## src/rtl/npu_acc_pkg.sv

```systemverilog
// Shared types and constants for the accumulation stage after adder_final.
package npu_acc_pkg;
  localparam int SUM_W = 14;
  localparam int ACC_W = 13;
  localparam logic signed [ACC_W-1:0] ACC_MAX = ACC_W'(4095);
  localparam logic signed [ACC_W-1:0] ACC_MIN = ACC_W'(-4096);

  typedef enum logic {IDLE, ACCUM} acc_state_e;

  // Guard bits 01/10 mean the tree overflowed the 13-bit range in that direction.
  function automatic logic signed [ACC_W-1:0] sat14to13(input logic [SUM_W-1:0] s);
    case (s[SUM_W-1:SUM_W-2])
      2'b01:   return ACC_MAX;
      2'b10:   return ACC_MIN;
      default: return s[ACC_W-1:0];
    endcase
  endfunction
endpackage

```

## src/rtl/acc_out_fifo.sv

```systemverilog
// Two-entry in-order valid/ready buffer; entry 0 is always the head.
module acc_out_fifo #(
  parameter int W = 8
) (
  input  logic         clk_i,
  input  logic         rst_ni,
  input  logic         push_i,
  input  logic [W-1:0] data_i,
  input  logic         ready_i,
  output logic         valid_o,
  output logic [W-1:0] data_o,
  output logic         full_o
);
  logic [1:0]   cnt_q;
  logic [W-1:0] mem0_q, mem1_q;
  logic         pop;

  assign valid_o = (cnt_q != 2'd0);
  assign full_o  = (cnt_q == 2'd2);
  assign data_o  = mem0_q;
  assign pop     = valid_o & ready_i;

  // Shift-register style storage: pops move entry 1 forward, pushes fill the tail.
  always_ff @(posedge clk_i or negedge rst_ni) begin
    if (!rst_ni) begin
      cnt_q  <= 2'd0;
      mem0_q <= '0;
      mem1_q <= '0;
    end else begin
      case ({push_i, pop})
        2'b10: begin
          if (cnt_q == 2'd0) mem0_q <= data_i;
          else               mem1_q <= data_i;
          cnt_q <= cnt_q + 2'd1;
        end
        2'b01: begin
          mem0_q <= mem1_q;
          cnt_q  <= cnt_q - 2'd1;
        end
        2'b11: begin
          if (cnt_q == 2'd1) mem0_q <= data_i;
          else begin
            mem0_q <= mem1_q;
            mem1_q <= data_i;
          end
        end
        default: ;
      endcase
    end
  end
endmodule

```

## src/rtl/accumulation_control.sv

```systemverilog
// Saturates adder_final, feeds the partial sum back over a window of passes,
// then requantizes the window result into the output buffer.
module accumulation_control
  import npu_acc_pkg::*;
#(
  parameter int PASS_W = 4,
  parameter int OUT_W  = 8
) (
  input  logic                     clk_i,
  input  logic                     rst_ni,
  input  logic [PASS_W-1:0]        cfg_passes_i,
  input  logic [3:0]               cfg_shift_i,
  input  logic                     cfg_relu_i,
  input  logic                     in_valid_i,
  output logic                     in_ready_o,
  input  logic [SUM_W-1:0]         in_sum_i,
  output logic signed [ACC_W-1:0]  pre_output_o,
  output logic                     out_valid_o,
  input  logic                     out_ready_i,
  output logic signed [OUT_W-1:0]  out_data_o,
  output logic                     busy_o
);
  localparam logic signed [SUM_W-1:0] Q_MAX = SUM_W'(2**(OUT_W-1) - 1);
  localparam logic signed [SUM_W-1:0] Q_MIN = SUM_W'(-(2**(OUT_W-1)));

  acc_state_e               state_q;
  logic [PASS_W-1:0]        pass_cnt_q, passes_l_q;
  logic [3:0]               shift_l_q;
  logic                     relu_l_q;

  logic                     first;
  logic [PASS_W-1:0]        passes_cur;
  logic [3:0]               shift_cur;
  logic                     relu_cur;
  logic                     is_final, accept, push, fifo_full;
  logic signed [ACC_W-1:0]  sat_val;
  logic signed [SUM_W-1:0]  rq_x, rq_sh;
  logic [OUT_W-1:0]         rq_val;

  // On pass 0 the live cfg inputs govern; later passes use the latched copy.
  always_comb begin
    first      = (pass_cnt_q == '0);
    passes_cur = passes_l_q;
    shift_cur  = shift_l_q;
    relu_cur   = relu_l_q;
    if (first) begin
      passes_cur = (cfg_passes_i == '0) ? PASS_W'(1) : cfg_passes_i;
      shift_cur  = cfg_shift_i;
      relu_cur   = cfg_relu_i;
    end
    is_final = (pass_cnt_q == passes_cur - PASS_W'(1));
  end

  assign in_ready_o = ~is_final | ~fifo_full;
  assign accept     = in_valid_i & in_ready_o;
  assign push       = accept & is_final;
  assign sat_val    = sat14to13(in_sum_i);
  assign busy_o     = (state_q == ACCUM) | out_valid_o;

  // Requantize: optional ReLU, round-half-up arithmetic shift, clamp to OUT_W.
  always_comb begin
    rq_x = {sat_val[ACC_W-1], sat_val};
    if (relu_cur && sat_val[ACC_W-1]) rq_x = '0;
    if (shift_cur != 4'd0) rq_x = rq_x + (SUM_W'(1) <<< (shift_cur - 4'd1));
    rq_sh = rq_x >>> shift_cur;
    if (rq_sh > Q_MAX)      rq_val = Q_MAX[OUT_W-1:0];
    else if (rq_sh < Q_MIN) rq_val = Q_MIN[OUT_W-1:0];
    else                    rq_val = rq_sh[OUT_W-1:0];
  end

  // Window FSM, pass counter, config latch and feedback register.
  always_ff @(posedge clk_i or negedge rst_ni) begin
    if (!rst_ni) begin
      state_q      <= IDLE;
      pass_cnt_q   <= '0;
      passes_l_q   <= PASS_W'(1);
      shift_l_q    <= 4'd0;
      relu_l_q     <= 1'b0;
      pre_output_o <= '0;
    end else if (accept) begin
      if (first) begin
        passes_l_q <= passes_cur;
        shift_l_q  <= cfg_shift_i;
        relu_l_q   <= cfg_relu_i;
      end
      if (is_final) begin
        state_q      <= IDLE;
        pass_cnt_q   <= '0;
        pre_output_o <= '0;
      end else begin
        state_q      <= ACCUM;
        pass_cnt_q   <= pass_cnt_q + 1'b1;
        pre_output_o <= sat_val;
      end
    end
  end

  acc_out_fifo #(.W(OUT_W)) u_fifo (
    .clk_i   (clk_i),
    .rst_ni  (rst_ni),
    .push_i  (push),
    .data_i  (rq_val),
    .ready_i (out_ready_i),
    .valid_o (out_valid_o),
    .data_o  (out_data_o),
    .full_o  (fifo_full)
  );
endmodule

```

## config.mk

```make
export PLATFORM = sky130hd
export DESIGN_NAME = accumulation_control
export DESIGN_NICKNAME = d
export VERILOG_FILES = /design/src/rtl/npu_acc_pkg.sv /design/src/rtl/acc_out_fifo.sv /design/src/rtl/accumulation_control.sv
export SDC_FILE = /design/constraint.sdc
export NUM_CORES = 1
export LEC_CHECK = 0
export BUFFER_PORTS_ARGS = -buffer_cell sky130_fd_sc_hd__clkbuf_2
export CORE_AREA = 2 2 108 110
export DETAILED_ROUTE_END_ITERATION = 8
export DIE_AREA = 0 0 110 112
export PLACE_DENSITY = 0.67
export SLEW_MARGIN = 0
export SYNTH_ARGS = -nofsm -noshare
export SYNTH_HDL_FRONTEND = slang
export SYNTH_SLANG_ARGS = --single-unit
```

## constraint.sdc

```tcl
create_clock -name clk_i -period 5.1 [get_ports clk_i]
set_clock_uncertainty 0.2 [all_clocks]
set_input_delay 1.02 -clock clk_i [delete_from_list [all_inputs] [get_ports clk_i]]
set_output_delay 1.02 -clock clk_i [all_outputs]
set_load 0.02 [all_outputs]
```

==> summary.txt <==
Status -> complete, no violations
Largest net degree at the start of global routing -> 46
Area fraction of the dominant cell type after synthesis -> 0.250
IO Pins -> 51
TNS Setup -> 0 ns
Footprint of the multi-input gates -> 3310 um2
Critical path's most frequent cell -> buf_4
CTS Buf Count -> 5
RSZ-0062 raised after global routing -> true
Setup CP Type -> primary input to register
Die X -> 110 um
Min-delay worst type -> register to register
Setup crit end kind -> register
Max_cap viols -> 0
Area leader, netlist -> dfrtp_1
Yosys reg bits -> 45
Worst-path fanout max -> 7
Share of cells above drive strength 1 -> 0.342
Fillers -> 1007
Most frequent cells after synthesis -> nand2_1 (61), nor2_1 (56), dfrtp_1 (44)
Clock-pin transition on the worst setup and hold timing paths -> 0.07 ns
Total clock sinks -> 45
Slowest CP cell -> o41a_1
Post-synth design cell area -> 4400 um2
Most used DFF post-synth -> dfrtp_1
Met2 global-route usage -> 0.383
Starting density of the core -> 0.394
RePlAce Congestion -> 0.976
Critical Path, Cell by Cell -> buf_8 -> inv_6 -> ha_4 -> mux2i_4 -> a2111oi_4 -> buf_4 -> nor2_2 -> ha_2 -> fa_2 -> and3_4 -> o211ai_1 -> o311ai_2 -> o41ai_2 -> o41ai_4 -> buf_4 -> nor2_4 -> a21oi_2 -> o41a_1 -> nor3_2 -> o21ai_1
CP bufs+invs -> 4
Port bufs -> 50
Global-route wire length before repair -> 23.0 mm
DRT iter0 DRCs -> 477
Die Ht -> 112 um
Remaining Overflow, GRT -> 0
Top Usage Layer GRT -> met2
Slew Limit Headroom -> 0.226
Slowest stage delay, CP -> 0.48 ns
Delay-heaviest family, CP -> compound AO/OA/AOI/OAI gates
Post-synthesis cell count -> 553
Post-synthesis sequential area ratio -> 0.256
Final min period -> 5.00 ns
Max Clk Rate -> 200 MHz
Fin cells -> 833
Tcrit/Tclk final -> 0.981
Detailed Routing Iterations Pass 1 -> 5
Met1 Usage GRT -> 0.317
# rows -> 39
Area grow syn2layout -> 34.5%
GR Util All Layers -> 0.233
H-Tree Depth -> 2
Antenna violations before repair -> 0
Post-synth ARST share -> 1.00
Post-Route WL -> 14.3 mm
# nets final -> 741
# placed instances -> 818
DIE AREA -> 12300 um2
LEAKAGE -> 2.68 nW
Warning count from the yosys run -> 0
DRC Markers -> 0
Largest cells by area after synthesis -> dfrtp_1 (25%), ha_1 (6.8%), nand2_1 (5.2%)
Setup-failing EPs final -> 0
Worst-Skew Late Latency -> 0.30 ns
Vias post-DR -> 4906
Flip-flop and latch area -> 1130 um2
Yosys cell types -> 83
Worst EP required -> 5.08 ns
Mean Syn Cell Area -> 7.96 um2
Wire per inst -> 17.2 um
Worst Tran Pin Value -> 1.16 ns
Post-CTS Hold Fix Bufs -> 0
Slew Limit Fails -> 0
EDFF count, synth -> 0
GR Util met3 -> 0.0310
Worst vdd ir -> 0.295 mV
Clock tree from TritonCTS -> built
DR vias/cell -> 5.89
Detailed placement HPWL -> 11.1 mm
Number of inserted diodes -> 0
CP arrival -> 4.99 ns
Worst setup SP type -> primary input
Pwr per Cell Area -> 494 nW/um2
Syn Nets -> 605
Vias in the first global route -> 4669
Most numerous cell in the Yosys netlist -> nand2_1
ANT nets after route -> 0
Root buffer cell -> clkbuf_16
Clock Tree Buf Depth -> 2
Core ar. -> 11200 um2
Final Hold Vio Count -> 0
[timing repair]
item,CTS,global route
gates resized for setup,2,40
buffers inserted,2,5
endpoints found under the hold margin,0,0
pin swaps,1,21
endpoints found under the setup margin,14,14
[worst paths after layout]
path	from	to	slack [ns]	depth (start not counted)
setup / recovery	in_sum_i[12]	u_fifo.mem1_q[1]	0.1	20
hold / removal	state_q	state_q	0.28	2
setup reg to reg	pass_cnt_q[0]	u_fifo.mem1_q[1]	0.24	17
hold reg to reg	state_q	state_q	0.28	2
max in group asynchronous	rst_ni	pre_output_o[7]	3.24	1
min in group asynchronous	rst_ni	u_fifo.cnt_q[0]	0.74	1
[area by class of cell]
class	instances	share of cell area
clock buffer	6	0.0218
clock inverter	2	0.00655
inverter	14	0.00973
multi-input combinational	468	0.560
sequential	45	0.190
tap	143	0.0302
timing repair buffer	155	0.181
[cell families (layout without fill, tap and decap cells)]
logic type / after synthesis / after routing / synth area share
and+or+nand+nor: 212 / 212 / 0.243
DFF: 45 / 45 / 0.256
xor gates and xnor gates: 9 / 9 / 0.0179
AOI/OAI and AO/OA: 194 / 194 / 0.296
buffers and inverters: 40 / 177 / 0.0404
adders and majority gates: 25 / 25 / 0.0728
muxes: 28 / 28 / 0.0737
[through the flow]
stage          utilization  hold WS, ns  power [mW]  area (um2)  setup slack, ns
6_report             0.530        0.279        2.92        5920           0.0976
5_1_grt              0.530        0.305        3.13        5920          -0.0755
4_1_cts              0.512        0.284        2.81        5720          0.00416
3_5_place_dp         0.495        0.267        2.42        5530           -0.627
3_3_place_gp         0.495        0.256        2.38        5530           -0.474
2_1_floorplan            -        0.238        1.80        4500          -0.0704
[sequential cells by signal, indices dropped and copies added (netlist names)]
register and flops:
pre_output_o 13, shift_l_q 4, u_fifo.cnt_q 2, u_fifo.mem1_q 8
state_q 1, u_fifo.data_o 8, relu_l_q 1, passes_l_q 4
pass_cnt_q 4
[tightest hold or removal path, delay by kind of cell (launching register included)]
family	cells	cell delay, ns
flip-flops	1	0.34
AND/OR/NAND/NOR	2	0.11
[layout by cell type (no fill, tap or decap), types with 8 or more instances in the layout]
master / synthesis / routed
a21o_1: 10 / 10
o211ai_1: 13 / 13
o21ai_1: 10 / 14
clkbuf_2: 2 / 49
a22oi_1: 8 / 8
nor3_1: 25 / 24
nand3_1: 10 / 10
mux2_2: 11 / 11
nand2_1: 61 / 60
a211oi_1: 11 / 10
a31oi_1: 9 / 9
o21ai_0: 40 / 36
ha_1: 24 / 19
buf_4: 0 / 101
mux2i_1: 14 / 12
nor2_1: 56 / 52
inv_1: 14 / 13
dfrtp_1: 44 / 44
a21oi_1: 42 / 34
[routing by layer]
metal	vias up	share of wire
met3	22	0.059
met5	-	0
li1	2354	-
met1	2350	0.44
met4	0	0.018
met2	180	0.48
[power by group]
part / internal (mW) / leakage [nW] / total, mW / switching, mW
clock network: 0.233 / 0.0810 / 0.380 / 0.147
logic: 0.863 / 2.04 / 1.95 / 1.09
registers: 0.494 / 0.559 / 0.594 / 0.100
Power figures use the tool's default switching activity.
